$ cat src/rtl/console_pkg.sv
// Shared constants and state type for the 50x30 text console writer.
package console_pkg;

  localparam int COLS = 50;
  localparam int ROWS = 30;
  localparam logic [7:0] BLANK = 8'h20;

  localparam logic [7:0] CH_LF = 8'h0A;
  localparam logic [7:0] CH_CR = 8'h0D;
  localparam logic [7:0] CH_BS = 8'h08;
  localparam logic [7:0] CH_FF = 8'h0C;

  typedef enum logic [1:0] {IDLE, CLR_SCREEN, CLR_ROW} console_state_t;

  function automatic logic is_printable(input logic [7:0] b);
    return (b >= 8'h20) && (b <= 8'h7E);
  endfunction

endpackage

$ cat src/rtl/text_console_writer.sv
// Byte-stream to video-memory writer: cursor tracking, control codes and
// blanking of the screen / next row, with a registered single-cycle write port.
module text_console_writer
  import console_pkg::*;
#(
  parameter int ADDR_W = 11
) (
  input  logic              CLK_CPU,
  input  logic              reset,
  input  logic              char_valid,
  input  logic [7:0]        char_data,
  output logic              char_ready,
  output logic              video_write_enable,
  output logic [7:0]        video_write_data,
  output logic [ADDR_W-1:0] video_write_addr,
  output logic [4:0]        cursor_row,
  output logic [5:0]        cursor_col,
  output logic              busy
);

  // state      | meaning
  // IDLE       | accepting bytes
  // CLR_SCREEN | blanking every cell, clr_ptr = cell address
  // CLR_ROW    | blanking the cursor row, clr_ptr = column
  if (COLS * ROWS > 2 ** ADDR_W) begin : g_size_check
    $error("COLS*ROWS does not fit the video-memory address width");
  end

  localparam logic [ADDR_W-1:0] LAST_CELL = ADDR_W'(COLS * ROWS - 1);
  localparam logic [ADDR_W-1:0] ROW_END   = ADDR_W'(COLS - 1);
  localparam logic [ADDR_W-1:0] STRIDE    = ADDR_W'(COLS);
  localparam logic [5:0]        LAST_COL  = 6'(COLS - 1);
  localparam logic [4:0]        LAST_ROW  = 5'(ROWS - 1);

  console_state_t    state, state_nx;
  logic [ADDR_W-1:0] clr_ptr, clr_ptr_nx;
  logic [ADDR_W-1:0] row_base, row_base_nx;
  logic [4:0]        row_nx;
  logic [5:0]        col_nx;
  logic              we_nx;
  logic [7:0]        wdata_nx;
  logic [ADDR_W-1:0] waddr_nx;
  logic              take;
  logic              advance;

  assign char_ready = (state == IDLE);
  // busy is held low while reset is asserted so every output reads 0 then
  assign busy       = reset && (state != IDLE);
  assign take       = char_valid && char_ready;

  always_comb begin
    state_nx    = state;
    clr_ptr_nx  = clr_ptr;
    row_base_nx = row_base;
    row_nx      = cursor_row;
    col_nx      = cursor_col;
    we_nx       = 1'b0;
    wdata_nx    = BLANK;
    waddr_nx    = '0;
    advance     = 1'b0;
    case (state)
      CLR_SCREEN: begin
        we_nx    = 1'b1;
        waddr_nx = clr_ptr;
        if (clr_ptr == LAST_CELL) begin
          state_nx    = IDLE;
          clr_ptr_nx  = '0;
          row_base_nx = '0;
          row_nx      = '0;
          col_nx      = '0;
        end else begin
          clr_ptr_nx = clr_ptr + 1'b1;
        end
      end
      CLR_ROW: begin
        we_nx    = 1'b1;
        waddr_nx = row_base + clr_ptr;
        if (clr_ptr == ROW_END) begin
          state_nx   = IDLE;
          clr_ptr_nx = '0;
          col_nx     = '0;
        end else begin
          clr_ptr_nx = clr_ptr + 1'b1;
        end
      end
      default: begin
        if (take) begin
          if (is_printable(char_data)) begin
            we_nx    = 1'b1;
            wdata_nx = char_data;
            waddr_nx = row_base + ADDR_W'(cursor_col);
            if (cursor_col == LAST_COL) advance = 1'b1;
            else                        col_nx  = cursor_col + 6'd1;
          end else begin
            case (char_data)
              CH_LF: advance = 1'b1;
              CH_CR: col_nx  = '0;
              CH_BS: begin
                if (cursor_col != 6'd0) begin
                  col_nx   = cursor_col - 6'd1;
                  we_nx    = 1'b1;
                  waddr_nx = row_base + ADDR_W'(cursor_col - 6'd1);
                end
              end
              CH_FF: begin
                state_nx   = CLR_SCREEN;
                clr_ptr_nx = '0;
              end
              default: ;
            endcase
          end
          // the printable write above still uses the old row_base
          if (advance) begin
            state_nx   = CLR_ROW;
            clr_ptr_nx = '0;
            col_nx     = '0;
            if (cursor_row == LAST_ROW) begin
              row_nx      = '0;
              row_base_nx = '0;
            end else begin
              row_nx      = cursor_row + 5'd1;
              row_base_nx = row_base + STRIDE;
            end
          end
        end
      end
    endcase
  end

  always_ff @(posedge CLK_CPU or negedge reset) begin
    if (!reset) begin
      state              <= CLR_SCREEN;
      clr_ptr            <= '0;
      row_base           <= '0;
      cursor_row         <= '0;
      cursor_col         <= '0;
      video_write_enable <= 1'b0;
      video_write_data   <= '0;
      video_write_addr   <= '0;
    end else begin
      state              <= state_nx;
      clr_ptr            <= clr_ptr_nx;
      row_base           <= row_base_nx;
      cursor_row         <= row_nx;
      cursor_col         <= col_nx;
      video_write_enable <= we_nx;
      video_write_data   <= wdata_nx;
      video_write_addr   <= waddr_nx;
    end
  end

endmodule

$ cat config.mk
export PLATFORM = sky130hd
export DESIGN_NAME = text_console_writer
export DESIGN_NICKNAME = d
export VERILOG_FILES = /design/src/rtl/console_pkg.sv /design/src/rtl/text_console_writer.sv
export SDC_FILE = /design/constraint.sdc
export NUM_CORES = 1
export LEC_CHECK = 0
export ABC_AREA = 1
export CORE_MARGIN = 1.5
export CORE_UTILIZATION = 55
export DETAILED_ROUTE_END_ITERATION = 10
export GPL_ROUTABILITY_DRIVEN = 0
export PLACE_DENSITY = 0.76
export SKIP_LAST_GASP = 1
export SLEW_MARGIN = 20
export SYNTH_ARGS = -nofsm -noshare
export SYNTH_HDL_FRONTEND = slang
export SYNTH_SLANG_ARGS = --single-unit
$ cat constraint.sdc
create_clock -name CLK_CPU -period 4.2 [get_ports CLK_CPU]
set_input_delay 0.84 -clock CLK_CPU [delete_from_list [all_inputs] [get_ports CLK_CPU]]
set_output_delay 0.84 -clock CLK_CPU [all_outputs]
set_load 0.005 [all_outputs]
# Word-level counts from Yosys, hierarchy flattened
# Cells that the tools add are included.
# W data, S select, Z words.
dict set report word_totals {
  regBits 55
  elab_cells 102
}
dict set report op_classes {
  order_cmp 2
  eq_ne 15
  addsub 9
  n_reduce_logical 16
  n_bitwise 1
  muxes 51
}
# cell n
set op_table {}
lappend op_table {{$mux W11} 14}
lappend op_table {{$pmux W11 S2} 3}
lappend op_table {{$mux W6} 7}
lappend op_table {{$eq A8 B4 Y1 const B} 4}
lappend op_table {{$mux W8} 3}
lappend op_table {{$pmux W6 S2} 2}
lappend op_table {{$add A11 B11 Y11} 2}
lappend op_table {{$mux W5} 4}
lappend op_table {{$mux W2} 6}
lappend op_table {{$reduce_bool A6 Y1} 2}
lappend op_table {{$add A11 B1 Y11 const B} 1}
lappend op_table {{$add A11 B6 Y11} 1}
lappend op_table {{$add A11 B6 Y11 const B} 1}
lappend op_table {{$eq A11 B11 Y1 const B} 1}
lappend op_table {{$eq A11 B6 Y1 const B} 1}
lappend op_table {{$mux W1} 10}
lappend op_table {{$pmux W5 S2} 1}
lappend op_table {{$ge A8 B6 Y1 const B} 1}
lappend op_table {{$le A8 B7 Y1 const B} 1}
lappend op_table {{$sub A6 B1 Y7 const B} 1}
lappend op_table {{$add A6 B1 Y6 const B} 1}
lappend op_table {{$eq A6 B6 Y1 const B} 1}
lappend op_table {{$ne A6 B6 Y1 const B} 1}
lappend op_table {{$reduce_and A6 Y1} 1}
lappend op_table {{other kinds (19)} 24}

# Logic depth before layout (Yosys ltp)
# Gate-level depths: netlist of run 1.
dict set report depth {
  word_depth 8
  mapped_depth 17
  mapped_depth_nobuf 17
}

# Worst setup path after synthesis of run 1
# Ideal clock, no wire load.
dict set report synth_path {
  kind {register to register}
  startpoint {register cursor_col[0]}
  endpoint {register video_write_addr[9]}
  t_required_ps 4083
  setup_time_ps 117
  synth_period_minus_slack_ps 2233
  path_slack_ps 1967
  path_stages_with_launch 16
  arrival_time_ps 2116
  path_cell_list {dfrtp_1 inv_1 ha_1 nand2_1 nor2_1 ha_1 inv_1 o21ai_0 a21oi_1 nand2_1 nand2_1 nand2_1 nand2_1 nand2_1 nand2_1 nand2_1}
}
dict set report synth_via {
  elab_chain_len 7
  elab_cells_between_ends 9
}
# item line_no
set synth_lines {}
lappend synth_lines {{start: declaration} text_console_writer.sv:17} ;# output logic [5:0] cursor_col,
lappend synth_lines {{start signal: assignment} text_console_writer.sv:145} ;# cursor_col <= col_nx;
lappend synth_lines {{$sub A6 B1 Y7} text_console_writer.sv:102} ;# waddr_nx = row_base + ADDR_W'(cursor_col - 6'd1);
lappend synth_lines {{$add A11 B11 Y11} text_console_writer.sv:102}
lappend synth_lines {{$mux W11} text_console_writer.sv:99} ;# if (cursor_col != 6'd0) begin
lappend synth_lines {{$mux W11} text_console_writer.sv:95} ;# case (char_data)
lappend synth_lines {{$mux W11 (*)} text_console_writer.sv:88} ;# if (is_printable(char_data)) begin
lappend synth_lines {{$mux W11 (*)} text_console_writer.sv:87} ;# if (take) begin
lappend synth_lines {{$pmux W11 S2 (*)} text_console_writer.sv:61} ;# case (state)
lappend synth_lines {{net waddr_nx[9]} text_console_writer.sv:42} ;# logic [ADDR_W-1:0] waddr_nx;
lappend synth_lines {{end signal: assignment} text_console_writer.sv:148} ;# video_write_addr <= waddr_nx;
lappend synth_lines {{end: declaration} text_console_writer.sv:15} ;# output logic [ADDR_W-1:0] video_write_addr,
# Mark *: on every way through the listed nets, which the timed path passes. The rest lies on a longest branch.
# A chain may end at the register's enable or synchronous reset.

# Worst setup path in the final report of run 1
dict set report layout_path {
  startpoint {register cursor_col[0]}
  endpoint {register video_write_addr[8]}
}
# The elaborated chain is that of the path after synthesis.

==> results of run 1 <==
placed cells by master (no fill, tap or decap), drive strengths merged, types with 3 or more instances in the layout:
master,count
nand2,266
inv,90
nand3,74
nor2,67
dfrtp,53
o21ai,44
clkdlybuf4s50,42
ha,35
nand4,25
a21oi,21
nor3,13
xor2,11
or2,6
clkbuf,5
nand3b,4
xnor2,4
clkinv,3
buf,3
area by class of cell:
cell class	count	area (sq um)
well taps	108	135
clock buffers	5	68.8
repair buffers	45	440
inverters	91	352
flip-flops and latches	54	1350
multi-input cells	588	3160
fillers	787	3210
clock inverters	3	43.8
power breakdown:
part           internal, mW  switching (mW)  leakage [nW]
registers             0.653           0.249         0.718
clock network         0.179           0.180        0.0585
logic                 0.822            1.38          2.13
routing by layer:
layer	part of all wire	routed length, um
met2	0.46	5790
met5	0	0
met1	0.46	5730
met4	0.016	197
met3	0.059	741
through the flow:
step,utilization,setup WS [ps]
floorplan,-,1970
global placement,0.621,1490
detailed placement,0.621,1380
CTS,0.633,1510
global route,0.633,1190
finish,0.633,1470
worst register-to-register path, cell delays in order (launching register included):
cell,delay (ps)
dfrtp_1,460
inv_1,230
ha_1,220
nand2_1,90
nor2_1,380
ha_1,360
inv_1,90
o21ai_0,130
nor2_1,160
nand2_1,60
nand2_1,60
nand2_1,70
nand2_1,80
nand3_1,170
nand2_1,110
sequential cells by signal (all words and copies together), names as in the netlist:
register and count:
clr_ptr 11, video_write_addr 11, row_base 10, video_write_data 8, cursor_col 6, cursor_row 5
state 2, video_write_enable 1
path summary, 6_finish.rpt:
path                               startpoint  cells after the start  slack (ps)                  end
worst min-delay path                 state[0]                      2         500             state[0]
worst max-delay path            cursor_col[0]                     14        1470  video_write_addr[8]
worst min register to register       state[0]                      2         500             state[0]
min in group asynchronous               reset                      2         660           clr_ptr[5]
worst max register to register  cursor_col[0]                     14        1470  video_write_addr[8]
max in group asynchronous               reset                      2        3100          row_base[1]
cell families (layout without fill, tap and decap cells):
logic type | after synthesis | after routing | share of synthesized area
adder cells (fa/ha/maj) | 36 | 36 | 0.0918
flip-flops | 54 | 54 | 0.271
XOR/XNOR | 15 | 15 | 0.0263
AND/OR/NAND/NOR | 459 | 459 | 0.419
other | 2 | 2 | 0.00151
AO/OA/AOI/OAI | 76 | 76 | 0.0948
buffers and inverters | 111 | 144 | 0.0958
==> impl_metrics.json, run 1 <==
{
  "synthCells": 753,
  "yosysSeqAreaShare": 0.271,
  "grt_pass1_wl_mm": 21.1,
  "total_power_mw": 3.46,
  "core_sq_um": 8760,
  "diodes": 0,
  "synth_area_leaders": "dfrtp_1, nand2_1, ha_1",
  "route.detailed.drc": 0,
  "relSlewSlack": 0.438,
  "ys_warn_count": 0,
  "path_class": "flop to flop",
  "final.min_clock_period_ps": 2730,
  "slowest_stage": "dfrtp_1",
  "cts_resized": 0,
  "cpPeakStageDelay_ps": 460,
  "synth_seq_cells": 54,
  "cap_violations": 0,
  "cp_top_family": "simple AND/OR/NAND/NOR gates",
  "synth_fp_nets": 800,
  "drt_iter0_markers": 343,
  "yosysTopAreaCell": "dfrtp_1",
  "io_pins": 44,
  "ys.flop_type": "dfrtp_1",
  "fin_hold_ws_ps": 496,
  "placed_cell_area_sq_um": 5440,
  "drive_gt1_frac": 0.0916,
  "power.density_nw_per_um2": 623,
  "synthTopCellsByCount": "nand2_1, inv_1, nand3_1",
  "synth_area_sq_um": 4990,
  "fin_setup_tns_ps": 0,
  "die_h_um": 98.3,
  "first_pass_iters": 5,
  "die_x_um": 98.3,
  "max_freq_mhz": 367,
  "grtUsageTotal": 0.262,
  "grt_pass1_vias": 4578,
  "critPathLaunchType": "flop",
  "instances_no_fill": 894,
  "synthArstFlopShare": 1.00,
  "finalInstanceArea_sq_um": 5550,
  "numCtsBuffers": 5,
  "area.growth.synth_to_final_pct": 11.3,
  "vias_per_cell": 5.50,
  "tightestPinTransition_ps": 843,
  "cts_htree_levels": 2,
  "ant_nets": 0,
  "min_period_over_period": 0.649,
  "use_met3": 0.0329,
  "layout.nets": 832,
  "yosysUniqueCellTypes": 47,
  "start_util": 0.569,
  "num_rows": 34,
  "cts_tree": "yes",
  "grt_max_degree": 55,
  "synth_most_common_cell": "nand2_1",
  "rsz0062_at_grt": "false",
  "cts_hold_buffers": 0,
  "cp.buffers_inverters": 2,
  "setup_viol": 0,
  "grt_use_met2": 0.437,
  "cts_root_buf": "clkbuf_8",
  "clock_latency_ps": 320,
  "leakage_nw": 2.91,
  "hold_violations": 0,
  "dp_hpwl_mm": 9.60,
  "synth_top_cell_area_share": 0.266,
  "clock_sinks": 54,
  "maxSlewViolCount": 0,
  "cp_max_fo": 7,
  "dieArea_sq_um": 9650,
  "cp.required_ps": 4450,
  "wl_per_cell_um": 13.9,
  "crit_chain": "inv_1, ha_1, nand2_1, nor2_1, ha_1, inv_1, o21ai_0, nor2_1, nand2_1, nand2_1, nand2_1, nand2_1, nand3_1, nand2_1",
  "post_cts_buffers": 0,
  "cts_buffer_depth": 2,
  "antenna_found_initial": 0,
  "fin_skew_ps": 14.5,
  "synth_edf_count": 0,
  "status": "complete, no violations",
  "synth.avg_cell_area_sq_um": 6.63,
  "busiest_layer": "met2",
  "cts.clk_slew.worst_paths_ps": 100,
  "dp.cells": 886,
  "gr-total-overflow": 0,
  "min_path_type": "flop to flop",
  "ir_worst_vdd_v": 0.000464,
  "wirelength_mm": 12.5,
  "io_buffers": 43,
  "route.vias.total": 4921,
  "crit_path_frequent_cell": "nand2_1",
  "cp.arrival_ps": 2970,
  "end_kind": "flop",
  "met1_usage": 0.359
}
Power figures use the tool's default switching activity.
==> inputs of run 2 (changes only) <==
==> constraint.sdc (replaced) <==
create_clock -name CLK_CPU -period 2.75 [get_ports CLK_CPU]
set_input_delay 0.55 -clock CLK_CPU [delete_from_list [all_inputs] [get_ports CLK_CPU]]
set_output_delay 0.55 -clock CLK_CPU [all_outputs]
set_load 0.005 [all_outputs]
==> impl_metrics.json, run 2 (synthesis gave the netlist of run 1 again) <==
{
  "fin_setup_tns_ps": 0,
  "final_common_cell": "nand2_1",
  "cp_max_fo": 8,
  "rsz0062_at_grt": "false",
  "area.growth.synth_to_final_pct": 12.3,
  "io_buffers": 43,
  "leakage_nw": 2.93,
  "wl_met1_mm": 5.80,
  "dp.cells": 893,
  "clock_sinks": 54,
  "drive_gt1_frac": 0.105,
  "hold_violations": 0,
  "fin_hold_ws_ps": 379,
  "fin_skew_ps": 7.06,
  "wl_met2_mm": 6.20,
  "final.min_clock_period_ps": 2460,
  "die_x_um": 98.3,
  "cts_hold_buffers": 0,
  "num_rows": 34,
  "reg2reg_slack_ps": 290,
  "wirelength_mm": 12.8,
  "antenna_found_initial": 0,
  "cts_buffer_depth": 2,
  "vias_per_cell": 5.44,
  "numCtsBuffers": 5,
  "layout.nets": 841,
  "combPwrFrac": 0.659,
  "cts.clk_slew.worst_paths_ps": 100,
  "grtUsageTotal": 0.277,
  "rr_endpoint": "video_write_addr[10]",
  "grt_pass1_vias": 4737,
  "end_kind": "flop",
  "path_class": "flop to flop",
  "setup_viol": 0,
  "min_period_over_period": 0.893,
  "status": "complete, no violations",
  "cp.required_ps": 2970,
  "cts_htree_levels": 2,
  "wl_per_cell_um": 14.2,
  "min_path_type": "input port to async pin",
  "cts_tree": "yes",
  "route.detailed.drc": 0,
  "cts_root_buf": "clkbuf_8",
  "pwr-share-seq": 0.258,
  "p_int_mw": 2.49,
  "met3_length_um": 678,
  "io_pins": 44,
  "critPathLaunchType": "flop",
  "route.vias.total": 4904,
  "dp_hpwl_mm": 10.0,
  "final_cell_mix": "nand2_1, inv_1, nand3_1",
  "r2r_start": "cursor_col[1]",
  "instances_no_fill": 902,
  "reg2reg_depth": 13,
  "maxSlewViolCount": 0,
  "dieArea_sq_um": 9650,
  "relSlewSlack": 0.537,
  "grt_max_degree": 55,
  "first_pass_iters": 5,
  "top_regs": "clr_ptr x11, video_write_addr x11, row_base x10",
  "diodes": 0,
  "max_freq_mhz": 407,
  "cap_violations": 0,
  "top_layer": "met4",
  "tightestPinTransition_ps": 695,
  "p_clk_frac": 0.083,
  "ant_nets": 0,
  "ir_worst_vdd_v": 0.000526,
  "start_util": 0.569,
  "grt_pass1_wl_mm": 22.1,
  "swShare": 0.526,
  "drt_iter0_markers": 285,
  "power.density_nw_per_um2": 937,
  "clock_latency_ps": 310,
  "cp.arrival_ps": 2670,
  "p_switching_mw": 2.76,
  "core_sq_um": 8760,
  "gr-total-overflow": 0,
  "die_h_um": 98.3
}
## run 2: per-layer routing
metal	up-vias	track usage
li1	2502	-
met4	0	0.0726
met2	138	0.488
met1	2250	0.360
met5	-	0
met3	14	0.0351
## run 2: area by class of cell
class	count	area, sq um
inverter	91	355
clock inverter	1	7.51
clock buffer	6	72.6
timing repair buffer	54	508
sequential	54	1350
multi-input combinational	588	3170
tap	108	135
fill	819	3160
## run 2: stage by stage
step / area (sq um) / utilization / total power, mW / setup WS (ps)
after global routing: 5600 / 0.639 / 5.75 / 52.2
after detailed placement: 5490 / 0.627 / 4.73 / 174
after CTS: 5570 / 0.636 / 5.19 / 157
after floorplan: 4990 / - / 3.80 / 517
final: 5600 / 0.639 / 5.25 / 293
after global placement: 5490 / 0.627 / 4.62 / 280
## run 2: how the worst max path moves through the flow
stage | startpoint | to | slack, ps | cells after the start
floorplan | cursor_col[0] | video_write_addr[9] | 520 | 15
global placement | cursor_col[0] | video_write_addr[10] | 280 | 13
detailed placement | cursor_col[0] | video_write_addr[10] | 170 | 13
CTS | cursor_col[0] | video_write_addr[10] | 160 | 13
global route | cursor_col[1] | video_write_addr[10] | 50 | 15
finish | cursor_col[1] | video_write_addr[10] | 290 | 13
## run 2: what timing repair did
item	in CTS	in global routing
setup endpoints to repair	0	4
buffers inserted	0	2
resized for setup	0	4
## run 2: critical path, cell delays in order (launching register included)
cell and delay [ps]:
dfrtp_1 490, inv_1 150, ha_1 190, nand2_1 120
nor2_2 240, ha_1 330, inv_1 90, o21ai_0 130
a21oi_1 210, nand2_1 80, nand2_1 70, nand3_1 100
nand2_1 110, nand2_1 50
## run 2: power groups by stage
stage / logic [mW] / registers, mW / clock network (mW)
after floorplan: 2.58 / 1.23 / 0
after global placement: 3.27 / 1.35 / 0
after detailed placement: 3.37 / 1.36 / 0
after CTS: 3.38 / 1.34 / 0.456
after global routing: 3.88 / 1.39 / 0.477
final: 3.46 / 1.35 / 0.436
==> inputs of run 3 (changes only) <==
--- a/config.mk
+++ b/config.mk
@@ -8,6 +8,7 @@
 export ABC_AREA = 1
 export CORE_MARGIN = 1.5
 export CORE_UTILIZATION = 55
+export CTS_CLUSTER_DIAMETER = 200
 export DETAILED_ROUTE_END_ITERATION = 10
 export GPL_ROUTABILITY_DRIVEN = 0
 export PLACE_DENSITY = 0.76
==> results of run 3 <==
Final layout, timing and power as in run 2 (identical DEF).
